**src/rtl/serial_frame_tx.sv**
```systemverilog
// serial_frame_tx
// Serial frame source for the 1101 sequence detector. It takes a parallel
// word through a ready/load handshake, then sends one bit per clock: a sync
// marker (MSB first), the payload (MSB first), and GAP_W idle zero bits.
//
// Ports
//   clk        rising-edge clock
//   rst_n      synchronous active-low reset
//   data_in    payload word, sampled only on accept (load && ready)
//   load       producer request
//   ready      high only while idle
//   bit_out    serial bit, 0 whenever bit_valid is low
//   bit_valid  high during sync and payload bits
//   sync_phase high while bit_out carries a sync-marker bit
//   done       one-cycle pulse on the last payload bit
//
// State | meaning
// IDLE  | waiting for load; ready=1
// SYNC  | shifting out the sync marker
// DATA  | shifting out the payload; done on the final bit
// GAP   | idle zero bits before returning to IDLE
module serial_frame_tx #(
  parameter int                DATA_W = 16,
  parameter int                SYNC_W = 4,
  parameter logic [SYNC_W-1:0] SYNC   = 4'b1101,
  parameter int                GAP_W  = 2
) (
  input  logic              clk,
  input  logic              rst_n,
  input  logic [DATA_W-1:0] data_in,
  input  logic              load,
  output logic              ready,
  output logic              bit_out,
  output logic              bit_valid,
  output logic              sync_phase,
  output logic              done
);

  localparam int MAX_SD = (SYNC_W > DATA_W) ? SYNC_W : DATA_W;
  localparam int MAX_W  = (MAX_SD > GAP_W) ? MAX_SD : GAP_W;
  localparam int CNT_W  = $clog2(MAX_W + 1);

  localparam logic [1:0] ST_IDLE = 2'd0;
  localparam logic [1:0] ST_SYNC = 2'd1;
  localparam logic [1:0] ST_DATA = 2'd2;
  localparam logic [1:0] ST_GAP  = 2'd3;

  logic [1:0]        state_q, state_d;
  logic [CNT_W-1:0]  cnt_q, cnt_d;
  logic [SYNC_W-1:0] sync_q, sync_d;
  logic [DATA_W-1:0] data_q, data_d;

  logic ready_q, ready_d;
  logic bit_out_q, bit_out_d;
  logic bit_valid_q, bit_valid_d;
  logic sync_phase_q, sync_phase_d;
  logic done_q, done_d;

  logic last_bit;

  // The counter is reloaded on each state entry and the move happens when
  // it reaches 1, so every state lasts exactly its reload value in cycles.
  assign last_bit = (cnt_q == CNT_W'(1));

  always_comb begin
    state_d = state_q;
    cnt_d   = cnt_q;
    sync_d  = sync_q;
    data_d  = data_q;
    case (state_q)
      ST_IDLE: begin
        if (load) begin
          state_d = ST_SYNC;
          cnt_d   = CNT_W'(SYNC_W);
          sync_d  = SYNC;
          data_d  = data_in;
        end
      end
      ST_SYNC: begin
        sync_d = sync_q << 1;
        if (last_bit) begin
          state_d = ST_DATA;
          cnt_d   = CNT_W'(DATA_W);
        end else begin
          cnt_d = cnt_q - CNT_W'(1);
        end
      end
      ST_DATA: begin
        data_d = data_q << 1;
        if (last_bit) begin
          if (GAP_W == 0) begin
            state_d = ST_IDLE;
            cnt_d   = '0;
          end else begin
            state_d = ST_GAP;
            cnt_d   = CNT_W'(GAP_W);
          end
        end else begin
          cnt_d = cnt_q - CNT_W'(1);
        end
      end
      ST_GAP: begin
        if (last_bit) begin
          state_d = ST_IDLE;
          cnt_d   = '0;
        end else begin
          cnt_d = cnt_q - CNT_W'(1);
        end
      end
      default: begin
        state_d = ST_IDLE;
        cnt_d   = '0;
      end
    endcase
  end

  // Outputs are decoded from the next state so that they can be registered
  // alongside it, keeping every output a flop with no input-to-output path.
  always_comb begin
    ready_d      = (state_d == ST_IDLE);
    bit_valid_d  = (state_d == ST_SYNC) || (state_d == ST_DATA);
    sync_phase_d = (state_d == ST_SYNC);
    done_d       = (state_d == ST_DATA) && (cnt_d == CNT_W'(1));
    bit_out_d    = 1'b0;
    if (state_d == ST_SYNC) begin
      bit_out_d = sync_d[SYNC_W-1];
    end else if (state_d == ST_DATA) begin
      bit_out_d = data_d[DATA_W-1];
    end
  end

  always_ff @(posedge clk) begin
    if (!rst_n) begin
      state_q      <= ST_IDLE;
      cnt_q        <= '0;
      sync_q       <= '0;
      data_q       <= '0;
      ready_q      <= 1'b1;
      bit_out_q    <= 1'b0;
      bit_valid_q  <= 1'b0;
      sync_phase_q <= 1'b0;
      done_q       <= 1'b0;
    end else begin
      state_q      <= state_d;
      cnt_q        <= cnt_d;
      sync_q       <= sync_d;
      data_q       <= data_d;
      ready_q      <= ready_d;
      bit_out_q    <= bit_out_d;
      bit_valid_q  <= bit_valid_d;
      sync_phase_q <= sync_phase_d;
      done_q       <= done_d;
    end
  end

  assign ready      = ready_q;
  assign bit_out    = bit_out_q;
  assign bit_valid  = bit_valid_q;
  assign sync_phase = sync_phase_q;
  assign done       = done_q;

endmodule
```
**config.mk**
```make
export PLATFORM = sky130hd
export DESIGN_NAME = serial_frame_tx
export DESIGN_NICKNAME = d
export VERILOG_FILES = /design/src/rtl/serial_frame_tx.sv
export SDC_FILE = /design/constraint.sdc
export NUM_CORES = 1
export LEC_CHECK = 0
export ABC_AREA = 0
export CELL_PAD_IN_SITES_DETAIL_PLACEMENT = 1
export CELL_PAD_IN_SITES_GLOBAL_PLACEMENT = 1
export CORE_MARGIN = 2
export CORE_UTILIZATION = 24
export CTS_BUF_LIST = sky130_fd_sc_hd__clkbuf_8
export CTS_CLUSTER_SIZE = 20
export DETAILED_ROUTE_END_ITERATION = 6
export PLACE_DENSITY = 0.51
export SLEW_MARGIN = 20
export SYNTH_ARGS = -nofsm -noshare
export SYNTH_HDL_FRONTEND = slang
export SYNTH_SLANG_ARGS = --single-unit
export TNS_END_PERCENT = 20
```
**constraint.sdc**
```tcl
create_clock -name clk -period 2.39 [get_ports clk]
set_input_delay 0.239 -clock clk [delete_from_list [all_inputs] [get_ports clk]]
set_output_delay 0.239 -clock clk [all_outputs]
set_load 0.05 [all_outputs]
```
After elaboration in Yosys (flattened, before gate mapping)
Index checks and enable logic that the tools add are counted.

Output and inout port bits: 5. Bits in registers: 32.

Multiplexer cells: 16. Reductions and logical operators: 8. Equal/unequal tests: 8. Add/sub/neg operators: 1.

Operators with widths (number): 16-bit one-hot mux with 2 select lines (1); 5-bit two-way mux (4); 5-bit one-hot mux with 4 select lines (1); 16-bit two-way mux (1); 5-bit by 1-bit == test with 1-bit output (second input constant) (2); 2-bit two-way mux (4); 2-bit one-hot mux with 4 select lines (1); 4-bit one-hot mux with 2 select lines (1); 2-bit == test (second input constant) (3); 5-bit by 1-bit subtractor with 5-bit output (second input constant) (1); 2-bit by 1-bit == test with 1-bit output (second input constant) (2); 2-bit zero test (2); 4-bit two-way mux (1); 2-bit AND reduction (2); 2-bit nonzero test (2); 1-bit two-way mux (2); 2-bit != test (second input constant) (1); 1-bit logical AND (1); 1-bit logical OR (1).

Longest topological paths before layout
Gate-level depths: netlist of run 1.

Word-level depth: 6. Depth in mapped cells: 10.

Least setup slack after synthesis of run 1
OpenSTA, ideal clock, no wires.

Kind: flip-flop to flip-flop. Start: reg cnt_q[0]. End: reg done_q, in the netlist done. Cell stages (with the launch flop): 10. Arrival time: 1707 ps. Setup slack: 567 ps. Path through: dfxtp_1 ha_1 nor4b_4 nand2_1 xor2_1 inv_1 ha_1 o21ai_0 nor2_1 and4_1.

Cells in the longest elaborated chain, start to end: 5. Elaborated cells on any way between the ends: 14. Classes of those cells: 1 x add/sub; 3 x eq/ne; 9 x mux; 1 x reduce/logical.

Ends and longest elaborated chain: start, declared (line 49) `logic [CNT_W-1:0] cnt_q, cnt_d;`; start signal, assigned (line 145) `cnt_q <= cnt_d;`; 5-bit by 1-bit == test with 1-bit output (*) (line 63) `assign last_bit = (cnt_q == CNT_W'(1));`; 2-bit two-way mux (on tied branches) (line 103, 81, 90); 2-bit one-hot mux with 4 select lines (*) (line 70) `case (state_q)`; named net state_d[1] (line 48) `logic [1:0] state_q, state_d;`; 2-bit == test (*) (line 123) `done_d = (state_d == ST_DATA) && (cnt_d == CNT_W'(1));`; 1-bit logical AND (*) (line 123); end signal, assigned (line 152) `done_q <= done_d;`; end, declared (line 57) `logic done_q, done_d;`.

The timed path passes the listed nets; every way through them passes the cells marked *. A chain may end at the register's enable or synchronous reset.

Worst setup path in the final report of run 1
Ends and elaborated chain as after synthesis.

==> flow_metrics.env, run 1 <==
export IMPL_status="completed"
export IMPL_clk_pin_slew_ns=0.06
export IMPL_syn_area_sq_um=1398
export IMPL_slew_headroom=0.6445
export IMPL_drtPass1Iterations=4
export IMPL_yosysWarnings=0
export IMPL_r2r_start="cnt_q[0]"
export IMPL_ys_types=38
export IMPL_clockBufferDepth=2
export IMPL_ff2ff_path_depth=9
export IMPL_setup_viol=0
export IMPL_setup_worst_path_end_class="register"
export IMPL_track_usage=0.1207
export IMPL_endpoint="done"
export IMPL_p_leak_nw=0.7030
export IMPL_rsz0062_at_grt="no"
export IMPL_gp_congestion=0.7696
export IMPL_seq_area_frac_synth=0.4584
export IMPL_avgViaCountPerCell=4.724
export IMPL_worst_slew_pin_slew_ns=0.5326
export IMPL_cts_hold_buffers=0
export IMPL_die_h_um=80.31
export IMPL_synth_nets=181
export IMPL_avgSynthCellArea_sq_um=8.902
export IMPL_io_pins=24
export IMPL_regToRegSetupSlack_ns=0.30
export IMPL_cts_tree="yes"
export IMPL_ant_nets=0
export IMPL_cp_required_ns=2.57
export IMPL_htree_levels=2
export IMPL_area_growth_pct=29.54
export IMPL_startpoint="cnt_q[0]"
export IMPL_slew_viol_final=0
export IMPL_antenna_found_initial=0
export IMPL_path_class="reg2reg"
export IMPL_die_w_um=80.31
export IMPL_start_kind="register"
export IMPL_post_route_cells_drive_above_1_share=0.1027
export IMPL_place_port_buffers=23
export IMPL_maxCapViolCount=0
export IMPL_vias=1214
export IMPL_grt_pass1_vias=1285
export IMPL_p_per_area_nw_per_um2=713.4
export IMPL_cts_resized=0
export IMPL_drc=0
export IMPL_cts_sinks=32
export IMPL_nets=208
export IMPL_post_cts_buffers=0
export IMPL_wl_per_cell_um=13.50
export IMPL_core_rowCount=27
export IMPL_numCtsBuffers=5
export IMPL_post_route_period_util=0.8728
export IMPL_core_area_sq_um=5574
export IMPL_clock_skew_ns=0.002978
export IMPL_hold_path_class="reg2reg"
export IMPL_grt_ovfl_total=0
export IMPL_wirelength_mm=3.469
export IMPL_worst_skew_pair_late_latency_ns=0.28
export IMPL_grt_pass1_wl_mm=5.920
export IMPL_fmax_ghz=0.4794
export IMPL_die_area_sq_um=6450
export IMPL_first_iter_violations=44
export IMPL_diodes=0
export IMPL_cts_root_buf="clkbuf_8"
export IMPL_cp_max_fo=6
export IMPL_dp_hpwl_mm=2.573
export IMPL_fin_tns_setup_ns=0
export IMPL_hold_viol=0
export IMPL_grt_max_degree=17
export IMPL_worstPathArrival_ns=2.26
export IMPL_start_util=0.2507
export IMPL_syn_inst=157
export IMPL_holdWs_ns=0.4572
export IMPL_fin_crit_ns=2.086
export IMPL_rr_endpoint="done"
export IMPL_ir_drop_mv=0.2446
export IMPL_yosys_register_bits=32
worst max-delay path, stage by stage, from the launching register on:
cell,delay [ns]
dfxtp_1,0.41
ha_1,0.20
nor4b_4,0.35
nand2_1,0.11
xor2_1,0.30
inv_1,0.08
ha_1,0.21
o21ai_0,0.09
nor2_1,0.05
and4_1,0.19
kinds of logic (layout without fill, tap and decap cells):
kind of cell               Yosys count  count (layout)  synth area share
AOI/OAI and AO/OA                   49              49            0.2292
xor gates and xnor gates             1               1          0.006268
adders and majority gates            5               5           0.04476
buffers and inverters               16              44           0.05193
DFF                                 32              32            0.4584
muxes                                1               1          0.007162
and+or+nand+nor                     53              53            0.2023
synthesized netlist by cell type (all sizes together):
library cell  count  area [sq um]
dfxtp            32         640.6
nand2            21         78.83
a21oi            19         95.09
a22oi            15         112.6
nor2             13         51.30
inv               7         26.28
buf               5         31.28
ha                5         62.56
o21ai             5         25.02
clkbuf            4         15.01
nand2b            3         18.77
a22o              2         17.52
and2              2         13.77
nor2b             2         12.51
nor3              2         10.01
nor3b             2         26.28
o221a             2         22.52
a211oi            1         7.510
a221oi            1         8.760
a31oi             1         6.260
and3              1         6.260
and4              1         8.760
mux2i             1         10.01
nand3             1         5.000
nand3b            1         7.510
nand4             1         6.260
nor4              1         6.260
nor4b             1         23.77
o211a             1         10.01
o21a              1         7.510
o21bai            1         7.510
or2b              1         7.510
xor2              1         8.760
worst min-delay path by stage:
stage / start / end / slack (ns) / cells after the start
after floorplan: data_in[0] / data_q[0] / 0.38 / 2
after global placement: data_q[2] / data_q[2] / 0.44 / 2
after CTS: data_q[12] / data_q[12] / 0.46 / 2
final: data_q[12] / data_q[12] / 0.46 / 2
after detailed placement: data_q[12] / data_q[12] / 0.45 / 2
after global routing: data_q[13] / data_q[13] / 0.49 / 2
power by group:
group	switching [mW]	total (mW)	leakage, nW	internal, mW
clock	0.197	0.426	0.0486	0.229
combinational	0.134	0.248	0.391	0.114
sequential	0.0388	0.617	0.264	0.579
total	0.369	1.29	0.703	0.922
stage by stage:
stage / std cells / power, mW / setup slack (ns) / utilization / cell area, sq um
floorplan: 157 / 0.7845 / 0.5671 / - / 1398
global placement: 249 / 0.8756 / 0.3992 / 0.3080 / 1717
detailed placement: 249 / 0.8807 / 0.3052 / 0.3080 / 1717
CTS: 257 / 1.320 / 0.2801 / 0.3248 / 1810
global route: 257 / 1.373 / 0.1244 / 0.3248 / 1810
finish: 257 / 1.292 / 0.3040 / 0.3248 / 1810
final cells by class:
| cell class | instances | area [sq um] |
|---|---|---|
| clock inverters | 2 | 11.26 |
| repair buffers | 29 | 275.3 |
| flip-flops and latches | 32 | 640.6 |
| clock buffers | 6 | 82.58 |
| inverters | 7 | 26.28 |
| well taps | 72 | 90.09 |
| multi-input cells | 109 | 684.4 |
| fillers | 662 | 3764 |
per-layer routing:
layer	wire length (um)	track usage	part of all wire
met3	211	0.03483	0.061
met1	1544	0.1425	0.45
met5	0	0	0
met4	41	0.06102	0.012
met2	1672	0.1983	0.48
flip-flops by register name, indices dropped and copies added, names as in the netlist:
signal / cells
sync_q: 4
bit_out: 1
cnt_q: 5
bit_valid: 1
state_q: 2
ready: 1
data_q: 16
sync_phase: 1
done: 1
cell usage in the layout, fill, tap and decap left out, types with 3 or more instances in the layout:
cell,Yosys,routed
clkbuf_8,0,6
dfxtp_1,32,32
nor2_1,12,12
inv_1,7,8
nand2b_1,3,3
buf_4,0,6
ha_1,5,5
nand2_1,21,21
o21ai_0,4,4
a21oi_1,19,19
clkdlybuf4s50_1,0,23
a22oi_1,15,15
No activity file was read; power rests on OpenSTA's default activity.
==> run 2, diff against run 1 <==
Settings changed: ABC_AREA 0 to unset, CORE_MARGIN 2 to unset, CORE_UTILIZATION 24 to 37, PLACE_DENSITY 0.51 to 0.74.
==> flow_metrics.env, run 2 (synthesized netlist as in run 1, its figures left out) <==
export IMPL_numCtsBuffers=5
export IMPL_rsz0062_at_grt="no"
export IMPL_slew_headroom=0.6709
export IMPL_largest_reg_flops=16
export IMPL_post_route_cells_drive_above_1_share=0.08791
export IMPL_drc=0
export IMPL_r2r_start="cnt_q[0]"
export IMPL_p_leak_nw=0.6899
export IMPL_worst_skew_pair_late_latency_ns=0.29
export IMPL_ir_drop_mv=0.2473
export IMPL_grt_max_degree=17
export IMPL_io_pins=24
export IMPL_cp_required_ns=2.57
export IMPL_setup_worst_path_end_class="register"
export IMPL_drtPass1Iterations=4
export IMPL_fin_util=0.5036
export IMPL_clock_skew_ns=0.004502
export IMPL_die_area_sq_um=4027
export IMPL_fmax_ghz=0.4652
export IMPL_hold_viol=0
export IMPL_grt_ovfl_total=0
export IMPL_worst_slew_pin_slew_ns=0.4922
export IMPL_wl_per_cell_um=14.97
export IMPL_cts_tree="yes"
export IMPL_start_kind="register"
export IMPL_maxCapViolCount=0
export IMPL_first_iter_violations=49
export IMPL_dp_hpwl_mm=2.483
export IMPL_power_mw=1.252
export IMPL_gp_congestion=0.8531
export IMPL_hold_path_startpoint="data_q[8]"
export IMPL_hold_path_class="reg2reg"
export IMPL_p_per_area_nw_per_um2=716.6
export IMPL_antenna_found_initial=0
export IMPL_final_area_sq_um=1747
export IMPL_path_class="reg2reg"
export IMPL_area_growth_pct=24.98
export IMPL_dpl_cell_count=221
export IMPL_cts_root_buf="clkbuf_8"
export IMPL_slew_viol_final=0
export IMPL_dp_slack_ns=0.2868
export IMPL_clockBufferDepth=2
export IMPL_final_cell_mix="32 x dfxtp_1, 23 x clkdlybuf4s50_1, 21 x nand2_1, 19 x a21oi_1, 15 x a22oi_1"
export IMPL_startpoint="cnt_q[0]"
export IMPL_nets=206
export IMPL_grt_pass1_vias=1261
export IMPL_vias=1217
export IMPL_core_rowCount=21
export IMPL_postPlaceCellArea_sq_um=1669
export IMPL_htree_levels=2
export IMPL_setup_viol=0
export IMPL_post_route_period_util=0.8993
export IMPL_cp_max_fo=6
export IMPL_worst_slack_ns=0.2406
export IMPL_avgViaCountPerCell=5.338
export IMPL_cts_resized=0
export IMPL_holdWs_ns=0.4585
export IMPL_clk_pin_slew_ns=0.06
export IMPL_die_h_um=63.46
export IMPL_ant_nets=0
export IMPL_cts_hold_buffers=0
export IMPL_regMostFlops="data_q"
export IMPL_cts_sinks=32
export IMPL_reg_top3="data_q (16), cnt_q (5), sync_q (4)"
export IMPL_track_usage=0.1907
export IMPL_status="completed"
export IMPL_die_w_um=63.46
export IMPL_grt_pass1_wl_mm=5.844
export IMPL_worstPathArrival_ns=2.33
export IMPL_core_area_sq_um=3468
export IMPL_post_cts_buffers=0
export IMPL_place_port_buffers=23
export IMPL_diodes=0
export IMPL_fin_crit_ns=2.149
export IMPL_layout_commonest_cell="dfxtp_1"
export IMPL_start_util=0.4030
export IMPL_stdcell_count=228
export IMPL_fin_tns_setup_ns=0
export IMPL_wirelength_mm=3.413
run 2: final timing paths:
path	endpoint	depth (start not counted)	slack [ns]
worst max-delay path	done	9	0.24
worst min-delay path	data_q[8]	2	0.46
worst max register to register	done	9	0.24
worst min register to register	data_q[8]	2	0.46
run 2: final cells by class:
class / instances / area (sq um)
Timing Repair Buffer: 27 / 260.3
Clock buffer: 5 / 68.82
Fill cell: 412 / 1722
Clock inverter: 2 / 8.758
Tap cell: 46 / 57.56
Multi-Input combinational cell: 109 / 684.4
Sequential cell: 32 / 640.6
Inverter: 7 / 26.28
run 2: critical path, cell delays in order (launching register included):
cell and delay (ns):
dfxtp_1 0.41, ha_1 0.20, nor4b_4 0.38, nand2_1 0.12, xor2_1 0.31, inv_1 0.09, ha_1 0.20, o21ai_0 0.08
nor2_1 0.05, and4_1 0.19
run 2: routing by layer:
metal,up-vias,global-route usage,part of all wire
met2,19,0.3391,0.50
met5,-,0,0
met4,0,0.08523,0.018
met1,590,0.2103,0.44
li1,602,-,-
met3,6,0.04891,0.033
run 2: where the power goes:
part / leakage (nW) / switching [mW] / internal (mW)
Combinational: 0.381 / 0.135 / 0.112
Sequential: 0.264 / 0.0384 / 0.579
Clock: 0.0452 / 0.194 / 0.193
